**src/rtl/pc_region_profiler_if.sv**
```systemverilog
// Signal bundle of pc_region_profiler: pipeline observation, region configuration and read port.
interface pc_region_profiler_if #(
    parameter int unsigned NUM_REGIONS = 4,
    parameter int unsigned PC_W        = 32,
    parameter int unsigned CNT_W       = 32,
    parameter int unsigned PASS_W      = 16
);
    localparam int unsigned IDX_W = (NUM_REGIONS > 1) ? $clog2(NUM_REGIONS) : 1;

    logic                   pc_valid_i;
    logic [PC_W-1:0]        pc_i;
    logic                   retire_i;
    logic                   cfg_we_i;
    logic [IDX_W-1:0]       cfg_idx_i;
    logic [PC_W-1:0]        cfg_start_pc_i;
    logic [PC_W-1:0]        cfg_end_pc_i;
    logic                   cfg_mode_i;
    logic [NUM_REGIONS-1:0] arm_i;
    logic [IDX_W-1:0]       rd_idx_i;
    logic [CNT_W-1:0]       rd_cycles_o;
    logic [CNT_W-1:0]       rd_retired_o;
    logic [PASS_W-1:0]      rd_passes_o;
    logic [1:0]             rd_state_o;
    logic                   rd_ovf_o;
    logic [NUM_REGIONS-1:0] done_o;
    logic [NUM_REGIONS-1:0] end_evt_o;

    modport master (
        output pc_valid_i, pc_i, retire_i, cfg_we_i, cfg_idx_i, cfg_start_pc_i,
               cfg_end_pc_i, cfg_mode_i, arm_i, rd_idx_i,
        input  rd_cycles_o, rd_retired_o, rd_passes_o, rd_state_o, rd_ovf_o,
               done_o, end_evt_o
    );

    modport slave (
        input  pc_valid_i, pc_i, retire_i, cfg_we_i, cfg_idx_i, cfg_start_pc_i,
               cfg_end_pc_i, cfg_mode_i, arm_i, rd_idx_i,
        output rd_cycles_o, rd_retired_o, rd_passes_o, rd_state_o, rd_ovf_o,
               done_o, end_evt_o
    );
endinterface

```
**src/rtl/pc_region_profiler.sv**
```systemverilog
// Multi-region execution profiler: counts cycles and retired instructions between
// a programmable start PC and end PC, one-shot or continuous, per region.
module pc_region_profiler #(
    parameter int unsigned NUM_REGIONS = 4,
    parameter int unsigned PC_W        = 32,
    parameter int unsigned CNT_W       = 32,
    parameter int unsigned PASS_W      = 16
) (
    input  logic                 clk_i,
    input  logic                 rst_i,
    pc_region_profiler_if.slave  bus
);
    localparam int unsigned IDX_W = (NUM_REGIONS > 1) ? $clog2(NUM_REGIONS) : 1;

    typedef enum logic [1:0] {
        ST_IDLE   = 2'd0,
        ST_ARMED  = 2'd1,
        ST_ACTIVE = 2'd2,
        ST_DONE   = 2'd3
    } state_e;

    state_e                 r_state    [NUM_REGIONS];
    logic [PC_W-1:0]        r_start_pc [NUM_REGIONS];
    logic [PC_W-1:0]        r_end_pc   [NUM_REGIONS];
    logic [CNT_W-1:0]       r_cycles   [NUM_REGIONS];
    logic [CNT_W-1:0]       r_retired  [NUM_REGIONS];
    logic [PASS_W-1:0]      r_passes   [NUM_REGIONS];
    logic [NUM_REGIONS-1:0] r_mode;
    logic [NUM_REGIONS-1:0] r_ovf;

    state_e                 w_state    [NUM_REGIONS];
    logic [PC_W-1:0]        w_start_pc [NUM_REGIONS];
    logic [PC_W-1:0]        w_end_pc   [NUM_REGIONS];
    logic [CNT_W-1:0]       w_cycles   [NUM_REGIONS];
    logic [CNT_W-1:0]       w_retired  [NUM_REGIONS];
    logic [PASS_W-1:0]      w_passes   [NUM_REGIONS];
    logic [NUM_REGIONS-1:0] w_mode;
    logic [NUM_REGIONS-1:0] w_ovf;
    logic [NUM_REGIONS-1:0] w_evt;
    logic [NUM_REGIONS-1:0] w_done;

    logic [CNT_W-1:0]       w_rd_cycles;
    logic [CNT_W-1:0]       w_rd_retired;
    logic [PASS_W-1:0]      w_rd_passes;
    logic [1:0]             w_rd_state;
    logic                   w_rd_ovf;

    // Per-region next state: cfg beats arm, arm beats counting, end match only when ACTIVE.
    always_comb begin
        w_state    = r_state;
        w_start_pc = r_start_pc;
        w_end_pc   = r_end_pc;
        w_cycles   = r_cycles;
        w_retired  = r_retired;
        w_passes   = r_passes;
        w_mode     = r_mode;
        w_ovf      = r_ovf;
        w_evt      = '0;
        w_done     = '0;
        for (int k = 0; k < int'(NUM_REGIONS); k++) begin
            if (bus.cfg_we_i && (bus.cfg_idx_i == IDX_W'(k))) begin
                w_start_pc[k] = bus.cfg_start_pc_i;
                w_end_pc[k]   = bus.cfg_end_pc_i;
                w_mode[k]     = bus.cfg_mode_i;
                w_state[k]    = ST_IDLE;
                w_cycles[k]   = '0;
                w_retired[k]  = '0;
                w_passes[k]   = '0;
                w_ovf[k]      = 1'b0;
            end else if (bus.arm_i[k] && (r_state[k] != ST_ARMED)) begin
                w_state[k] = ST_ARMED;
                if (!r_mode[k]) begin
                    w_cycles[k]  = '0;
                    w_retired[k] = '0;
                end
            end else if (r_state[k] == ST_ARMED) begin
                if (bus.pc_valid_i && (bus.pc_i == r_start_pc[k])) begin
                    w_state[k] = ST_ACTIVE;
                end
            end else if (r_state[k] == ST_ACTIVE) begin
                if (&r_cycles[k]) w_ovf[k] = 1'b1;
                else              w_cycles[k] = r_cycles[k] + CNT_W'(1);
                if (bus.retire_i) begin
                    if (&r_retired[k]) w_ovf[k] = 1'b1;
                    else               w_retired[k] = r_retired[k] + CNT_W'(1);
                end
                if (bus.pc_valid_i && (bus.pc_i == r_end_pc[k])) begin
                    w_evt[k] = 1'b1;
                    if (&r_passes[k]) w_ovf[k] = 1'b1;
                    else              w_passes[k] = r_passes[k] + PASS_W'(1);
                    w_state[k] = r_mode[k] ? ST_ARMED : ST_DONE;
                end
            end
            w_done[k] = (w_state[k] == ST_DONE);
        end
    end

    // Read mux over post-edge values; unmatched index reads zero.
    always_comb begin
        w_rd_cycles  = '0;
        w_rd_retired = '0;
        w_rd_passes  = '0;
        w_rd_state   = '0;
        w_rd_ovf     = 1'b0;
        for (int k = 0; k < int'(NUM_REGIONS); k++) begin
            if (bus.rd_idx_i == IDX_W'(k)) begin
                w_rd_cycles  = w_cycles[k];
                w_rd_retired = w_retired[k];
                w_rd_passes  = w_passes[k];
                w_rd_state   = w_state[k];
                w_rd_ovf     = w_ovf[k];
            end
        end
    end

    always_ff @(posedge clk_i or posedge rst_i) begin
        if (rst_i) begin
            r_state         <= '{default: ST_IDLE};
            r_start_pc      <= '{default: '0};
            r_end_pc        <= '{default: '0};
            r_cycles        <= '{default: '0};
            r_retired       <= '{default: '0};
            r_passes        <= '{default: '0};
            r_mode          <= '0;
            r_ovf           <= '0;
            bus.rd_cycles_o  <= '0;
            bus.rd_retired_o <= '0;
            bus.rd_passes_o  <= '0;
            bus.rd_state_o   <= '0;
            bus.rd_ovf_o     <= 1'b0;
            bus.done_o       <= '0;
            bus.end_evt_o    <= '0;
        end else begin
            r_state         <= w_state;
            r_start_pc      <= w_start_pc;
            r_end_pc        <= w_end_pc;
            r_cycles        <= w_cycles;
            r_retired       <= w_retired;
            r_passes        <= w_passes;
            r_mode          <= w_mode;
            r_ovf           <= w_ovf;
            bus.rd_cycles_o  <= w_rd_cycles;
            bus.rd_retired_o <= w_rd_retired;
            bus.rd_passes_o  <= w_rd_passes;
            bus.rd_state_o   <= w_rd_state;
            bus.rd_ovf_o     <= w_rd_ovf;
            bus.done_o       <= w_done;
            bus.end_evt_o    <= w_evt;
        end
    end
endmodule

```
**src/flat_wrapper.sv**
```systemverilog
// flat-port wrapper written by rule: the top's interface ports become plain ports
module pc_region_profiler_flat 
#(
    parameter int unsigned NUM_REGIONS = 4,
    parameter int unsigned PC_W        = 32,
    parameter int unsigned CNT_W       = 32,
    parameter int unsigned PASS_W      = 16
)
  (clk_i, rst_i, bus_pc_valid_i, bus_pc_i, bus_retire_i, bus_cfg_we_i, bus_cfg_idx_i, bus_cfg_start_pc_i, bus_cfg_end_pc_i, bus_cfg_mode_i, bus_arm_i, bus_rd_idx_i, bus_rd_cycles_o, bus_rd_retired_o, bus_rd_passes_o, bus_rd_state_o, bus_rd_ovf_o, bus_done_o, bus_end_evt_o);
  pc_region_profiler_if #(.NUM_REGIONS(NUM_REGIONS), .PC_W(PC_W), .CNT_W(CNT_W), .PASS_W(PASS_W)) bus_i ();
  input  logic clk_i;
  input  logic rst_i;
  input wire logic [$bits(bus_i.pc_valid_i)-1:0] bus_pc_valid_i;
  input wire logic [$bits(bus_i.pc_i)-1:0] bus_pc_i;
  input wire logic [$bits(bus_i.retire_i)-1:0] bus_retire_i;
  input wire logic [$bits(bus_i.cfg_we_i)-1:0] bus_cfg_we_i;
  input wire logic [$bits(bus_i.cfg_idx_i)-1:0] bus_cfg_idx_i;
  input wire logic [$bits(bus_i.cfg_start_pc_i)-1:0] bus_cfg_start_pc_i;
  input wire logic [$bits(bus_i.cfg_end_pc_i)-1:0] bus_cfg_end_pc_i;
  input wire logic [$bits(bus_i.cfg_mode_i)-1:0] bus_cfg_mode_i;
  input wire logic [$bits(bus_i.arm_i)-1:0] bus_arm_i;
  input wire logic [$bits(bus_i.rd_idx_i)-1:0] bus_rd_idx_i;
  output wire logic [$bits(bus_i.rd_cycles_o)-1:0] bus_rd_cycles_o;
  output wire logic [$bits(bus_i.rd_retired_o)-1:0] bus_rd_retired_o;
  output wire logic [$bits(bus_i.rd_passes_o)-1:0] bus_rd_passes_o;
  output wire logic [$bits(bus_i.rd_state_o)-1:0] bus_rd_state_o;
  output wire logic [$bits(bus_i.rd_ovf_o)-1:0] bus_rd_ovf_o;
  output wire logic [$bits(bus_i.done_o)-1:0] bus_done_o;
  output wire logic [$bits(bus_i.end_evt_o)-1:0] bus_end_evt_o;
  assign bus_i.pc_valid_i = bus_pc_valid_i;
  assign bus_i.pc_i = bus_pc_i;
  assign bus_i.retire_i = bus_retire_i;
  assign bus_i.cfg_we_i = bus_cfg_we_i;
  assign bus_i.cfg_idx_i = bus_cfg_idx_i;
  assign bus_i.cfg_start_pc_i = bus_cfg_start_pc_i;
  assign bus_i.cfg_end_pc_i = bus_cfg_end_pc_i;
  assign bus_i.cfg_mode_i = bus_cfg_mode_i;
  assign bus_i.arm_i = bus_arm_i;
  assign bus_i.rd_idx_i = bus_rd_idx_i;
  assign bus_rd_cycles_o = bus_i.rd_cycles_o;
  assign bus_rd_retired_o = bus_i.rd_retired_o;
  assign bus_rd_passes_o = bus_i.rd_passes_o;
  assign bus_rd_state_o = bus_i.rd_state_o;
  assign bus_rd_ovf_o = bus_i.rd_ovf_o;
  assign bus_done_o = bus_i.done_o;
  assign bus_end_evt_o = bus_i.end_evt_o;
  pc_region_profiler #(.NUM_REGIONS(NUM_REGIONS), .PC_W(PC_W), .CNT_W(CNT_W), .PASS_W(PASS_W)) u_core (.clk_i(clk_i), .rst_i(rst_i), .bus(bus_i));
endmodule
```
**config.mk**
```make
export PLATFORM = sky130hd
export DESIGN_NAME = pc_region_profiler_flat
export DESIGN_NICKNAME = d
export VERILOG_FILES = /design/src/rtl/pc_region_profiler_if.sv /design/src/rtl/pc_region_profiler.sv /design/src/flat_wrapper.sv
export SDC_FILE = /design/constraint.sdc
export NUM_CORES = 2
export LEC_CHECK = 0
export CAP_MARGIN = 20
export CORE_MARGIN = 2
export CORE_UTILIZATION = 55
export DETAILED_ROUTE_END_ITERATION = 6
export GPL_TIMING_DRIVEN = 0
export HOLD_SLACK_MARGIN = 0.15
export PLACE_DENSITY_LB_ADDON = 0.3
export SLEW_MARGIN = 20
export SYNTH_ARGS = -nofsm -noshare
export SYNTH_HDL_FRONTEND = slang
export SYNTH_SLANG_ARGS = --single-unit
```
**constraint.sdc**
```tcl
create_clock -name clk_i -period 31.2 [get_ports clk_i]
set_input_delay 6.24 -clock clk_i [delete_from_list [all_inputs] [get_ports clk_i]]
set_output_delay 6.24 -clock clk_i [all_outputs]
set_load 0.03 [all_outputs]
```
==> metrics.yaml <==
run_status:
  status: "finished, violations left"
  violations: "DRC"
critical_path:
  r2r_slack_ns: 27.10
  crit_path_frequent_cell: "clkbuf_1"
  cp_slowest_cell: "clkbuf_1"
  crit_path_start_kind: "input port"
  path_buf_inv: 4
  path_cells: "clkdlybuf4s50_1 > and3_1 > clkbuf_1 > nor2_1 > clkbuf_1 > clkbuf_1 > a21oi_1 > a21oi_1"
  r2r_cells: 10
  required_ns: 31.68
  critPathArrivalTime_ns: 10.27
  crit_family: "buffers and inverters"
  worst_setup_path_end_kind: "flip-flop"
  r2r_end: "u_core.bus.rd_cycles_o[31]"
  max_stage_delay_ns: 0.82
  path_class: "input port to flip-flop"
  r2r_start: "u_core.r_state[6]"
  worstPathMaxFanout: 10
sta:
  finalHoldWorstSlack_ns: 0.487
  hold_viol_final: 0
  post-route-period-util_pct: 31.4
  min_period_ns: 9.79
  worst_clock_skew_ns: 0.0240
  rsz0062_at_grt: "no"
  fmax_mhz: 102
  worstMarginPinSlew_ns: 1.32
  relSlewSlack_pct: 11.9
  setup_viol: 0
  slew_viol_final: 0
layout:
  fillers: 5807
  instances_no_fill: 5407
  layout_common_cells: "nand2_1 (1054), dfrtp_1 (683), nor2_1 (301)"
  final_common_cell: "nand2_1"
  final_nets: 4593
  syn_to_final_growth_pct: 14.7
  final_cell_area_um2: 42400
  drive_gt1_share_pct: 6.49
detailed_routing:
  wl_per_cell_um: 27.5
  drc: 2
  via_per_inst: 6.53
  firstDrtPassIters: 7
  initialDrtViolationCount: 4687
  vias: 35282
  ant_nets: 0
  wirelength_mm: 149
power_and_ir_drop:
  p_leak_nw: 19.0
  ir_worst_vdd_v: 0.0000416
  power.total_mw: 2.17
  power_density_nw_per_um2: 51.3
grt:
  grt_pass1_vias: 33185
  grt_pass1_wl_mm: 215
  track_usage_pct: 42.2
  antenna_found_initial: 9
  grt_max_degree: 105
  grt-ovfl-total: 0
clock_tree:
  ctsResizeCount: 0
  cts_root_buffer: "clkbuf_16"
  cts_max_level: 3
  cts_buffer_depth: 3
  cts.sinks: 683
  holdBufCountCts: 0
  cts_setup_buffers: 0
  cts_buffers: 75
  cts_tree: "yes"
  clk_latency_ns: 0.65
  clkSlewWorstSetupHoldPaths_ns: 0.06
synth:
  synth_nets: 4343
  async_reset_ff_share_pct: 100
  synth_flop_cell: "dfrtp_1"
  ys_ff_latch: 683
  ys_types: 102
  yosys_warnings: 0
  syn_area_per_cell_um2: 8.76
  synth_edf_count: 0
  synth_area_um2: 37000
  synth_cells: 4221
  seq_area_frac_synth_pct: 46.2
placed_design:
  placed_cell_area_um2: 39900
  dp.cells: 5267
  routabilityCongestion: 1.03
  dp_hpwl_mm: 110
  io_buffers: 165
floorplan:
  die_h_um: 263
  start_util_pct: 55.3
  dieArea_um2: 69300
  coreArea_um2: 66900
  fp.dieW_um: 263
  row_count: 95
  io_pins: 201
hold_path:
  hold_path_class: "flip-flop to flip-flop"
  hp-start: "u_core.r_end_pc[106]"
  hold_end: "u_core.r_end_pc[106]"
  hold_depth: 2
job:
  cap_violations: 0
sequential cells by signal, summed over array words and instances, names as in the netlist, 8 cells and up:
name	count
u_core.bus.rd_cycles_o	32
u_core.r_cycles	128
u_core.r_passes	64
u_core.bus.rd_retired_o	32
u_core.bus.rd_passes_o	16
u_core.r_end_pc	128
u_core.r_retired	128
u_core.r_start_pc	128
u_core.r_state	8
tightest hold or removal path: cells and delay by family, from the launching register on:
family        cells  cell delay, ns
flops             1            0.35
simple gates      2            0.11
synth_stat cells, types with 24 or more instances:
cell type     n  area, µm²
a21oi_1      90        450
a221oi_1     24        210
a31oi_1      26        163
and2_1      129        807
and3_1       96        601
and4_1       40        350
buf_2        32        160
clkbuf_1    167        627
dfrtp_1     683      17100
inv_1        50        188
mux2_2       43        484
mux2i_1      66        661
nand2_1    1054       3960
nand3_1     220       1100
nand4_1     154        963
nor2_1      301       1130
nor3_1       90        450
nor4_1       71        444
o211ai_1     41        308
o21a_1       35        263
o21ai_0      84        420
o31ai_1      35        263
or2_2        25        156
or3_1        34        213
xnor2_1      92        806
xor2_1      195       1710
kinds of logic (layout without fill, tap and decap cells):
| group | count (synthesis) | after routing | share of synthesized area, % |
|---|---|---|---|
| flip-flops | 683 | 683 | 46.2 |
| AND/OR/NAND/NOR | 2345 | 2345 | 30.6 |
| multiplexers | 113 | 113 | 3.25 |
| buffers and inverters | 275 | 583 | 3.02 |
| AO/OA/AOI/OAI | 506 | 506 | 9.74 |
| other | 0 | 5 | 0 |
| XOR/XNOR | 287 | 287 | 6.80 |
| adder cells (fa/ha/maj) | 12 | 12 | 0.406 |
final cells by class:
class	instances	area, µm²	area share [%]
Multi-Input combinational cell	3263	18800	44.3
Clock buffer	113	2210	5.22
Inverter	53	206	0.487
Clock inverter	22	244	0.575
Tap cell	873	1090	2.58
Buffer	222	921	2.17
Sequential cell	683	17100	40.3
Timing Repair Buffer	173	1830	4.32
Antenna cell	5	12.5	0.0295
worst max path at each step:
stage / from / to / slack [ns] / cells after the start
2_1_floorplan: rst_i / u_core.bus.done_o[0] / 5.81 / 1
5_1_grt: bus_pc_i[19] / u_core.bus.rd_passes_o[10] / 21.62 / 11
6_report: bus_cfg_we_i / u_core.bus.rd_cycles_o[13] / 21.41 / 8
4_1_cts: bus_cfg_we_i / u_core.bus.rd_cycles_o[13] / 21.78 / 8
3_5_place_dp: bus_cfg_we_i / u_core.bus.rd_cycles_o[13] / 21.15 / 8
3_3_place_gp: rst_i / u_core.r_retired[14] / -2.44 / 2
power breakdown:
group / internal (mW) / switching, mW / total (mW)
Combinational: 0.0867 / 0.190 / 0.277
Sequential: 0.944 / 0.0426 / 0.986
Clock: 0.525 / 0.387 / 0.912
Total: 1.56 / 0.620 / 2.17
stage by stage:
step | worst slack, ns | utilization, % | TNS (ns)
floorplan | 5.81 | - | 0
finish | 21.41 | 63.4 | 0
detailed placement | 21.15 | 59.7 | 0
CTS | 21.78 | 63.3 | 0
global placement | -2.44 | 59.4 | -1579.20
global route | 21.62 | 63.3 | 0
routing by layer:
| metal | share of wire, % | routed length (µm) | GRT usage [%] |
|---|---|---|---|
| met5 | 0.0087 | 13 | 0 |
| met3 | 11 | 16700 | 10.3 |
| met2 | 43 | 64100 | 63.0 |
| met1 | 36 | 53500 | 52.4 |
| met4 | 9.7 | 14400 | 34.1 |
(Power assumes the default switching activity.)
